## src/rtl/rc_pot_scanner.sv

```systemverilog
// Multi-channel RC-discharge potentiometer reader: charges each pin in turn,
// releases it, and counts clock cycles until the synchronised readback drops.
module rc_pot_scanner #(
    parameter int CHANNELS     = 4,
    parameter int CNT_W        = 20,
    parameter int CHARGE_TICKS = 240000,
    parameter int DISP_BITS    = 4,
    localparam int SEL_W       = (CHANNELS > 1) ? $clog2(CHANNELS) : 1,
    localparam int TICK_W      = (CHARGE_TICKS > 1) ? $clog2(CHARGE_TICKS) : 1
) (
    input  logic                 clki_i,
    input  logic                 resetn_i,
    input  logic                 en_i,
    input  logic [CHANNELS-1:0]  in_i,
    output logic [CHANNELS-1:0]  drive_hi_o,
    output logic                 result_valid_o,
    output logic [SEL_W-1:0]     result_ch_o,
    output logic [CNT_W-1:0]     result_o,
    output logic                 result_timeout_o,
    input  logic [SEL_W-1:0]     disp_sel_i,
    output logic [DISP_BITS-1:0] disp_o
);

    localparam logic [1:0] ST_IDLE      = 2'd0;
    localparam logic [1:0] ST_CHARGING  = 2'd1;
    localparam logic [1:0] ST_MEASURING = 2'd2;
    localparam logic [1:0] ST_FINISHED  = 2'd3;

    localparam logic [CNT_W-1:0]  CNT_MAX   = '1;
    localparam logic [CNT_W-1:0]  CNT_ONE   = CNT_W'(1);
    localparam logic [TICK_W-1:0] TICK_LAST = TICK_W'(CHARGE_TICKS - 1);
    localparam logic [TICK_W-1:0] TICK_ONE  = TICK_W'(1);
    localparam logic [SEL_W-1:0]  CH_LAST   = SEL_W'(CHANNELS - 1);
    localparam logic [SEL_W-1:0]  CH_ONE    = SEL_W'(1);

    logic [CHANNELS-1:0]  sync1_q, sync2_q;
    logic [1:0]           state_q, state_d;
    logic [SEL_W-1:0]     ch_q, ch_d;
    logic [TICK_W-1:0]    tick_q, tick_d;
    logic [CNT_W-1:0]     cnt_q, cnt_d;
    logic                 timeout_q, timeout_d;
    logic [CHANNELS-1:0]  drive_hi_q, drive_hi_d;
    logic                 result_valid_q;
    logic [SEL_W-1:0]     result_ch_q;
    logic [CNT_W-1:0]     result_q;
    logic                 result_timeout_q;
    logic [CNT_W-1:0]     stored_q [CHANNELS];
    logic [DISP_BITS-1:0] disp_q, disp_d;
    logic                 pin_s;

    always_ff @(posedge clki_i or negedge resetn_i) begin
        if (!resetn_i) begin
            sync1_q <= '0;
            sync2_q <= '0;
        end else begin
            sync1_q <= in_i;
            sync2_q <= sync1_q;
        end
    end

    // Explicit mux keeps the select legal when CHANNELS is not a power of two.
    always_comb begin
        pin_s = 1'b0;
        for (int i = 0; i < CHANNELS; i++) begin
            if (ch_q == SEL_W'(i)) pin_s = sync2_q[i];
        end
    end

    always_comb begin
        state_d   = state_q;
        ch_d      = ch_q;
        tick_d    = tick_q;
        cnt_d     = cnt_q;
        timeout_d = timeout_q;
        case (state_q)
            ST_IDLE: begin
                if (en_i) begin
                    state_d = ST_CHARGING;
                    tick_d  = '0;
                end
            end
            ST_CHARGING: begin
                if (tick_q == TICK_LAST) begin
                    state_d   = ST_MEASURING;
                    cnt_d     = '0;
                    timeout_d = 1'b0;
                end else begin
                    tick_d = tick_q + TICK_ONE;
                end
            end
            ST_MEASURING: begin
                if (!pin_s) begin
                    state_d = ST_FINISHED;
                end else if (cnt_q == CNT_MAX) begin
                    state_d   = ST_FINISHED;
                    timeout_d = 1'b1;
                end else begin
                    cnt_d = cnt_q + CNT_ONE;
                end
            end
            ST_FINISHED: begin
                ch_d    = (ch_q == CH_LAST) ? '0 : ch_q + CH_ONE;
                tick_d  = '0;
                state_d = en_i ? ST_CHARGING : ST_IDLE;
            end
            default: state_d = ST_IDLE;
        endcase
    end

    // Drive is decoded from next state so the registered pin follows CHARGING exactly.
    for (genvar gi = 0; gi < CHANNELS; gi++) begin : g_drive
        assign drive_hi_d[gi] = (state_d == ST_CHARGING) && (ch_d == SEL_W'(gi));
    end

    always_comb begin
        disp_d = '0;
        for (int i = 0; i < CHANNELS; i++) begin
            if (disp_sel_i == SEL_W'(i)) disp_d = stored_q[i][CNT_W-1 -: DISP_BITS];
        end
    end

    always_ff @(posedge clki_i or negedge resetn_i) begin
        if (!resetn_i) begin
            state_q          <= ST_IDLE;
            ch_q             <= '0;
            tick_q           <= '0;
            cnt_q            <= '0;
            timeout_q        <= 1'b0;
            drive_hi_q       <= '0;
            result_valid_q   <= 1'b0;
            result_ch_q      <= '0;
            result_q         <= '0;
            result_timeout_q <= 1'b0;
            disp_q           <= '0;
            for (int i = 0; i < CHANNELS; i++) stored_q[i] <= '0;
        end else begin
            state_q        <= state_d;
            ch_q           <= ch_d;
            tick_q         <= tick_d;
            cnt_q          <= cnt_d;
            timeout_q      <= timeout_d;
            drive_hi_q     <= drive_hi_d;
            disp_q         <= disp_d;
            result_valid_q <= (state_q == ST_FINISHED);
            if (state_q == ST_FINISHED) begin
                result_ch_q      <= ch_q;
                result_q         <= cnt_q;
                result_timeout_q <= timeout_q;
                for (int i = 0; i < CHANNELS; i++) begin
                    if (ch_q == SEL_W'(i)) stored_q[i] <= cnt_q;
                end
            end
        end
    end

    assign drive_hi_o       = drive_hi_q;
    assign result_valid_o   = result_valid_q;
    assign result_ch_o      = result_ch_q;
    assign result_o         = result_q;
    assign result_timeout_o = result_timeout_q;
    assign disp_o           = disp_q;

endmodule

```

## config.mk

```make
export PLATFORM = sky130hd
export DESIGN_NAME = rc_pot_scanner
export DESIGN_NICKNAME = d
export VERILOG_FILES = /design/src/rtl/rc_pot_scanner.sv
export SDC_FILE = /design/constraint.sdc
export NUM_CORES = 1
export LEC_CHECK = 0
export BUFFER_PORTS_ARGS = -buffer_cell sky130_fd_sc_hd__buf_2
export CAP_MARGIN = 25
export CORE_MARGIN = 3
export CORE_UTILIZATION = 60
export DETAILED_ROUTE_END_ITERATION = 8
export GPL_TIMING_DRIVEN = 0
export MAX_ROUTING_LAYER = met4
export PLACE_DENSITY = 0.8
export SETUP_SLACK_MARGIN = 0.2
export SYNTH_ARGS = -nofsm -noshare
export SYNTH_HDL_FRONTEND = slang
export SYNTH_SLANG_ARGS = --single-unit
```

## constraint.sdc

```tcl
create_clock -name clki_i -period 4.85 [get_ports clki_i]
set_input_delay 0.7275 -clock clki_i [delete_from_list [all_inputs] [get_ports clki_i]]
set_output_delay 0.7275 -clock clki_i [all_outputs]
set_load 0.01 [all_outputs]
```

After elaboration in Yosys (flattened, before gate mapping):

Cells that the tools add are included.
W data, S select, Z words.

* register bits: 163
* output and inout bits: 32
* bits of input ports: 9
* logic and storage cells: 85

* reductions and logical operators: 17
* muxes and demuxes: 27
* add/sub/neg operators: 3
* equal/unequal tests: 21

Operators with widths (number)
* $mux W20: 3
* $pmux W18 S3: 1
* $pmux W20 S2: 1
* $mux W18: 2
* $add A20 B1 Y20 const B: 1
* $eq A20 B20 Y1 const B: 1
* $add A18 B1 Y18 const B: 1
* $eq A18 B18 Y1 const B: 1
* $eq A2 B2 Y1 const B: 8
* $mux W4: 4
* $mux W2: 6
* $ne A2 B2 Y1 const B: 6
* $eq A2 B1 Y1 const B: 5
* $logic_not A2 Y1: 4
* $mux W1: 8
* $pmux W2 S4: 1
* $reduce_and A2 Y1: 4
* $reduce_and A4 Y1: 2
* $logic_and A1 B1 Y1: 4
* $reduce_and A3 Y1: 1
* $reduce_bool A3 Y1: 1
* $add A2 B1 Y2 const B: 1
* $pmux W1 S2: 1
* $reduce_bool A2 Y1: 1

Depth between registers and ports, before layout:

Gate-level depths: netlist of run 1.

* depth after elaboration: 9
* gate-level depth with buffers: 8
* gate-level depth less buffers: 7

Worst setup path before layout of run 1:

OpenSTA, ideal clock, no wires.

* path type: register to register
* start: reg ch_q[0]
* end: reg cnt_q[18]
* arrival time: 1.941 ns
* buffers on the path: 0
* slack: 2.789 ns
* required time: 4.730 ns
* cell stages (with the launch flop): 8
* clock period less this slack: 2.061 ns
* setup time: 0.120 ns
* path through: dfrtp_1 > inv_1 > ha_1 > nor3b_1 > nor3_4 > nand4_1 > or4b_1 > and3b_1

* word-level cells in the longest chain between the ends: 7
* elaborated cells between the ends (all ways): 10
* those cells by class: 4 x eq/ne; 4 x mux; 2 x reduce/logical

RTL lines
* start: declaration: line 38 `logic [SEL_W-1:0] ch_q, ch_d;`
* start signal: assignment: line 138 `ch_q <= ch_d;`
* $logic_not A2 Y1: line 65 `if (ch_q == SEL_W'(i)) pin_s = sync2_q[i];`
* $mux W1 (3 in series): line 65
* $mux W1 (*): line 65
* $ne A2 B2 Y1 (no line) (*)
* $reduce_and A4 Y1 (no line) (*)
* end signal: assignment: line 140 `cnt_q <= cnt_d;`
* end: declaration: line 40 `logic [CNT_W-1:0] cnt_q, cnt_d;`

Mark *: on every way between the ends. The rest lies on a longest branch, timed or not.
A chain may end at the register's enable or synchronous reset.

Worst setup path in the final report of run 1:

* start: reg ch_q[0]
* end: reg cnt_q[13]

The elaborated chain is that of the path after synthesis.

==> flow_summary.json, run 1 <==
{
  "status": "finished, final reports clean",
  "start_util": 0.620,
  "yosysUniqueCellTypes": 57,
  "diodes": 0,
  "powerDensity_nw_per_um2": 281,
  "drtIter0Drc": 131,
  "dieArea_um2": 8610,
  "final_max_slew_viol_count": 0,
  "synth.largest_area_cell": "dfrtp_1",
  "dp_hpwl_mm": 6.69,
  "synth-async-reset-ratio": 1.00,
  "cts_buffer_depth": 2,
  "syn_to_final_growth_pct": 11.4,
  "cts_buffers": 9,
  "hold_buffers": 0,
  "fp.dieH_um": 92.8,
  "fin_skew_ns": 0.0123,
  "cts_tree": "yes",
  "power.static_leakage_nw": 2.42,
  "synth_seq_area_share": 0.548,
  "grt.total_usage": 0.239,
  "cp.required_ns": 5.13,
  "cap_violations": 0,
  "worstPathMaxFanout": 10,
  "core_area_um2": 7290,
  "setup_viol": 0,
  "synth_seq_cells": 99,
  "tightestPinTransition_ns": 0.870,
  "synth_edf_count": 0,
  "antenna_found_initial": 0,
  "fmax_mhz": 385,
  "netlist.area_leader.share": 0.548,
  "crit_start": "ch_q[0]$_DFF_PN0_",
  "grt_max_degree": 51,
  "synth_top_flop_cell": "dfrtp_1",
  "drt-total-wl_mm": 9.34,
  "r2r_end": "cnt_q[13]$_DFFE_PN0P_",
  "chipWidth_um": 92.8,
  "finalSetupTns_ns": 0,
  "post_cts_buffers": 0,
  "r2r_cells": 8,
  "drt_first_pass_iters": 5,
  "r2r-start": "ch_q[0]$_DFF_PN0_",
  "insertion_delay_ns": 0.36,
  "finalCritPeriodShare": 0.536,
  "overflow": 0,
  "start_kind": "flop",
  "placementRows": 31,
  "synth_cells": 432,
  "drc_errors": 0,
  "avgSynthCellArea_um2": 10.5,
  "cpMostUsedCell": "nand2_1",
  "synth_nets": 447,
  "path_clk_slew_ns": 0.10,
  "r2r_setup_slack_ns": 2.25,
  "worstPathArrival_ns": 2.88,
  "path_cells": "inv_1, ha_1, nand2_1, o21ai_0, nand2_1, buf_2, nor4_1, mux2i_1",
  "numPortBuffers": 40,
  "routabilityCongestion": 0.927,
  "hold_class": "reg2reg",
  "num_io_pins": 41,
  "fillers": 600,
  "wl_per_cell_um": 15.9,
  "synth_area_leaders": "dfrtp_1 55%, nand2_1 8.0%, mux2_2 4.2%",
  "crit_path_top_delay_cell": "dfrtp_1",
  "cp-end-kind": "flop",
  "slew_headroom": 0.415,
  "grt_setup_unrepaired": "no",
  "cts.sinks": 99,
  "postCtsResizedCells": 0,
  "ant_nets": 0,
  "min_period_ns": 2.60,
  "grt_pass1_wl_mm": 15.8,
  "irDropWorstVdd_uv": 182,
  "synth_area_um2": 4520,
  "dpl_worst_slack_ns": 2.30,
  "seqCellArea_um2": 2480,
  "clockRootBuffer": "clkbuf_8",
  "hold_viol_final": 0,
  "endpoint": "cnt_q[13]$_DFFE_PN0P_",
  "worstSetupPathType": "reg2reg",
  "htree_num_levels": 3,
  "synth_common_cells": "99 x dfrtp_1, 96 x nand2_1, 19 x a21oi_1, 19 x nor2_1",
  "vias": 3379,
  "yosysMostFrequentCell": "dfrtp_1",
  "nets": 499,
  "grt_pass1_vias": 3405,
  "critPathMaxStageDelay_ns": 0.48,
  "drive_gt1_frac": 0.201,
  "worst_slack_ns": 2.25,
  "ys_warn_count": 0,
  "multi_input_area_um2": 1930,
  "vias_per_cell": 5.76
}
[metal layers]
| metal | vias to the layer above | share of wire | track usage |
|---|---|---|---|
| li1 | 1617 | - | - |
| met1 | 1659 | 0.41 | 0.291 |
| met2 | 91 | 0.53 | 0.409 |
| met3 | 12 | 0.043 | 0.0520 |
| met4 | 0 | 0.012 | 0.0598 |
| met5 | - | 0 | - |
[layout by cell type, fill, tap and decap left out, types with 2 or more instances in the layout]
cell and n:
a21o_1 2, a21oi_1 19, a22o_1 3, and2_1 6, and3_1 7, and4_1 2, buf_2 43, clkbuf_1 9
clkbuf_2 2, clkbuf_8 10, clkinvlp_4 2, dfrtp_1 99, ha_1 6, inv_1 7, mux2_2 17, mux2i_1 9
mux4_2 4, nand2_1 96, nand2b_1 5, nand3_1 16, nand4_1 6, nor2_1 19, nor3_1 9, nor3b_1 2
nor4_1 4, nor4_2 2, o21ai_0 17, o31ai_1 8, or2_2 3, or3_1 6, or4_1 10, xnor2_1 7
xor2_1 2
[flip-flops by register name (all words and copies together) (netlist names)]
register / flops
drive_hi_o: 4
result_o: 20
result_ch_o: 2
cnt_q: 20
state_q: 2
ch_q: 2
disp_o: 4
timeout_q: 1
result_valid_o: 1
stored_q: 16
sync1_q: 4
result_timeout_o: 1
sync2_q: 4
tick_q: 18
[cell type report]
class                           count  share of cell area
Timing Repair Buffer               41              0.0457
Inverter                            8             0.00596
Buffer                             16              0.0162
Multi-Input combinational cell    309               0.384
Sequential cell                    99               0.492
Tap cell                           99              0.0246
Clock buffer                       11              0.0261
Clock inverter                      4             0.00572
[logic make-up after synthesis]
kind of cell    share of synthesized area
flops                               0.548
mux                                0.0822
buf+inv                            0.0246
simple gates                        0.235
compound gates                     0.0764
xor+xnor                           0.0174
fa+ha+maj                          0.0166
[worst min-delay path by stage]
stage	start	endpoint	slack, ns	cells after the start
finish	sync1_q[1]$_DFF_PN0_	sync2_q[1]$_DFF_PN0_	0.35	0
floorplan	sync1_q[0]$_DFF_PN0_	sync2_q[0]$_DFF_PN0_	0.33	0
global placement	sync1_q[1]$_DFF_PN0_	sync2_q[1]$_DFF_PN0_	0.33	0
detailed placement	sync1_q[1]$_DFF_PN0_	sync2_q[1]$_DFF_PN0_	0.34	0
CTS	sync1_q[1]$_DFF_PN0_	sync2_q[1]$_DFF_PN0_	0.36	0
global route	sync1_q[2]$_DFF_PN0_	sync2_q[2]$_DFF_PN0_	0.37	0
[per-stage QoR]
stage	area [um^2]	power [mW]	std cells	hold WS (ns)	util
2_1_floorplan	4520	0.939	432	0.331	-
3_3_place_gp	4840	0.971	571	0.333	0.664
3_5_place_dp	4870	0.978	572	0.336	0.668
4_1_cts	5030	1.43	587	0.357	0.690
5_1_grt	5030	1.48	587	0.370	0.690
6_report	5030	1.42	587	0.353	0.690
[worst max-delay path: cells and delay by family (launching register included)]
family / cells / cell delay (ns)
flops: 1 / 0.48
simple gates: 3 / 0.73
mux: 1 / 0.24
buf+inv: 2 / 0.42
fa+ha+maj: 1 / 0.20
compound gates: 1 / 0.43
[where the power goes]
| group | switching (mW) | internal [mW] |
|---|---|---|
| sequential | 0.0277 | 0.853 |
| combinational | 0.0456 | 0.0359 |
| clock | 0.270 | 0.184 |
(Power assumes the default switching activity.)
==> inputs of run 2 (changes only) <==
--- a/config.mk
+++ b/config.mk
@@ -5,14 +5,15 @@
 export SDC_FILE = /design/constraint.sdc
 export NUM_CORES = 1
 export LEC_CHECK = 0
+export ABC_AREA = 1
 export BUFFER_PORTS_ARGS = -buffer_cell sky130_fd_sc_hd__buf_2
 export CAP_MARGIN = 25
 export CORE_MARGIN = 3
-export CORE_UTILIZATION = 60
+export CORE_UTILIZATION = 54
 export DETAILED_ROUTE_END_ITERATION = 8
 export GPL_TIMING_DRIVEN = 0
 export MAX_ROUTING_LAYER = met4
-export PLACE_DENSITY = 0.8
+export PLACE_DENSITY = 0.76
 export SETUP_SLACK_MARGIN = 0.2
 export SYNTH_ARGS = -nofsm -noshare
 export SYNTH_HDL_FRONTEND = slang
==> constraint.sdc (replaced) <==
create_clock -name clki_i -period 2.2 [get_ports clki_i]
set_input_delay 0.33 -clock clki_i [delete_from_list [all_inputs] [get_ports clki_i]]
set_output_delay 0.33 -clock clki_i [all_outputs]
set_load 0.01 [all_outputs]
==> run 2 against run 1 <==
Compared with the run above: sequential power increased by 110%; via count increased by 22%; sequential share of layout area decreased by 4.1 points; synthesized cell count increased by 45%; count of clock-buffer cells in the layout decreased by 1; worst setup slack got worse by 1.9 ns; utilization decreased by 4.0 points; critical path depth increased by 1; area after synthesis increased by 7.5%.
==> flow_summary.json, run 2 <==
{
  "status": "finished, final reports clean",
  "grt_pass1_wl_mm": 18.2,
  "synth_area_um2": 4860,
  "dp_hpwl_mm": 8.02,
  "finalSetupTns_ns": 0,
  "grt_max_degree": 58,
  "worst_slack_ns": 0.305,
  "worstSetupPathType": "reg2reg",
  "synth_top_flop_cell": "dfrtp_1",
  "synthAdderAreaFrac": 0.0155,
  "insertion_delay_ns": 0.37,
  "worstPathMaxFanout": 10,
  "cts_buffer_depth": 2,
  "sw_frac_of_total": 0.242,
  "clkPwrFrac": 0.371,
  "fillers": 739,
  "dieArea_um2": 10200,
  "final_max_slew_viol_count": 0,
  "clockRootBuffer": "clkbuf_8",
  "setup_viol": 0,
  "synth_nets": 641,
  "layout_common_cells": "243 x nand2_1, 96 x dfrtp_1, 76 x nor2_1",
  "wl_per_cell_um": 14.0,
  "synthSimpleGateAreaFrac": 0.326,
  "chipWidth_um": 101,
  "pwr-share-comb": 0.021,
  "synth.largest_area_cell": "dfrtp_1",
  "hold_viol_final": 0,
  "overflow": 0,
  "fin_skew_ns": 0.0118,
  "hold-worst-slack_ns": 0.0654,
  "layout_commonest_cell": "nand2_1",
  "fp.dieH_um": 101,
  "switchingPower_mw": 0.728,
  "r2r_setup_slack_ns": 0.31,
  "cts_tree": "yes",
  "drc_errors": 0,
  "p_total_mw": 3.01,
  "core_area_um2": 8460,
  "synth_xor_area_frac": 0.0324,
  "yosysUniqueCellTypes": 30,
  "routabilityCongestion": 0.933,
  "start_kind": "flop",
  "drtIter0Drc": 305,
  "min_period_ns": 1.89,
  "cap_violations": 0,
  "hold_class": "in2reg",
  "htree_num_levels": 3,
  "grt_pass1_vias": 3722,
  "grt.total_usage": 0.234,
  "finalCritPeriodShare": 0.861,
  "synth_cells": 626,
  "antenna_found_initial": 0,
  "netlist.area_leader.share": 0.510,
  "path_clk_slew_ns": 0.10,
  "grt_setup_unrepaired": "no",
  "worstPathArrival_ns": 2.14,
  "placementRows": 33,
  "cts.sinks": 99,
  "vias": 4135,
  "cp.required_ns": 2.45,
  "powerDensity_nw_per_um2": 546,
  "synth_common_cells": "245 x nand2_1, 99 x dfrtp_1, 77 x nor2_1",
  "ant_nets": 0,
  "nets": 701,
  "drt_first_pass_iters": 5,
  "power.static_leakage_nw": 2.63,
  "synth-async-reset-ratio": 1.00,
  "avgSynthCellArea_um2": 7.76,
  "dpl_worst_slack_ns": 0.195,
  "diodes": 0,
  "drive_gt1_frac": 0.136,
  "irDropWorstVdd_uv": 433,
  "num_io_pins": 41,
  "syn_to_final_growth_pct": 13.3,
  "synth_seq_area_share": 0.510,
  "drt-total-wl_mm": 11.1,
  "tightestPinTransition_ns": 0.578,
  "synth_edf_count": 0,
  "synth_top_family_by_area": "simple AND/OR/NAND/NOR gates",
  "synth_compound_area_frac": 0.0636,
  "power.internal_mw": 2.28,
  "synth_seq_cells": 99,
  "cp-end-kind": "flop",
  "yosysMostFrequentCell": "nand2_1",
  "cts_buffers": 9,
  "slew_headroom": 0.615,
  "start_util": 0.574,
  "seqPwrFrac": 0.609,
  "ys_warn_count": 0,
  "fmax_mhz": 528,
  "synthMuxAreaShare": 0,
  "numPortBuffers": 40,
  "vias_per_cell": 5.19,
  "synth_area_leaders": "dfrtp_1 51%, nand2_1 19%, nor2_1 5.9%"
}
==> run 2: changes by cell type after synthesis, sizes merged, moves of 7 or more <==
cell   change
inv       +40
nand3     +17
a21oi     -13
and3       -7
nor2      +61
or4       -11
nand2    +152
o31ai      -8
xor2      +14
mux2      -17
o21ai     +32
mux2i      -9
or3        -7
==> run 2: worst paths after layout <==
kind	startpoint	end	depth (start not counted)
hold / removal	in_i[0]	sync1_q[0]$_DFF_PN0_	1
setup / recovery	tick_q[0]$_DFFE_PN0P_	tick_q[5]$_DFFE_PN0P_	9
max in group asynchronous	resetn_i	result_o[7]$_DFFE_PN0P_	3
setup reg to reg	tick_q[0]$_DFFE_PN0P_	tick_q[5]$_DFFE_PN0P_	9
hold reg to reg	sync1_q[3]$_DFF_PN0_	sync2_q[3]$_DFF_PN0_	0
min in group asynchronous	resetn_i	drive_hi_o[2]$_DFF_PN0_	2
==> run 2: metrics by stage <==
| stage | cell area (um^2) | instances | utilization |
|---|---|---|---|
| after floorplan | 4860 | 626 | - |
| after global placement | 5190 | 771 | 0.613 |
| after detailed placement | 5220 | 772 | 0.617 |
| after CTS | 5420 | 789 | 0.640 |
| after global routing | 5500 | 796 | 0.650 |
| final | 5500 | 796 | 0.650 |
==> run 2: worst max-delay path, stage by stage (launching register included) <==
cell,delay (ns)
dfrtp_2,0.45
ha_2,0.23
nand3_2,0.12
nor2_4,0.21
nand3_4,0.13
nand2_2,0.13
nand2_2,0.12
nand2_4,0.13
buf_4,0.18
o21ai_0,0.08
==> run 2: cell type report <==
cell class | count | area [um^2] | area share
buffer | 13 | 83.8 | 0.0152
clock buffer | 10 | 128 | 0.0232
clock inverter | 6 | 56.3 | 0.0102
inverter | 47 | 176 | 0.0321
multi-input combinational | 467 | 2150 | 0.391
sequential | 99 | 2480 | 0.451
tap | 105 | 131 | 0.0239
timing repair buffer | 49 | 293 | 0.0532
==> run 2: power by group through the flow <==
stage	clock (mW)	sequential, mW	combinational, mW
after floorplan	0	1.87	0.00699
after global placement	0	1.87	0.0555
after detailed placement	0	1.86	0.0636
after CTS	1.14	1.83	0.0652
after global routing	1.22	1.83	0.0736
final	1.11	1.83	0.0623
==> run 2: cell families (layout without fill, tap and decap cells) <==
family | after synthesis | count (layout)
AO/OA/AOI/OAI | 59 | 59
XOR/XNOR | 18 | 18
adder cells (fa/ha/maj) | 6 | 6
buffers and inverters | 60 | 125
flip-flops | 99 | 99
AND/OR/NAND/NOR | 384 | 384
==> run 2: metal layers <==
layer | share of wire | GRT usage | vias up
li1 | - | - | 2090
met1 | 0.47 | 0.328 | 1926
met2 | 0.47 | 0.352 | 107
met3 | 0.050 | 0.0374 | 12
met4 | 0.013 | 0.0694 | 0
met5 | 0 | - | -
==> run 2: timing repair <==
item	4_1_cts	5_1_grt
gates resized for setup	1	11
pin swaps	0	2
setup buffers	0	7
setup endpoints to repair	9	42
hold buffers	1	0
hold endpoints to repair	42	0
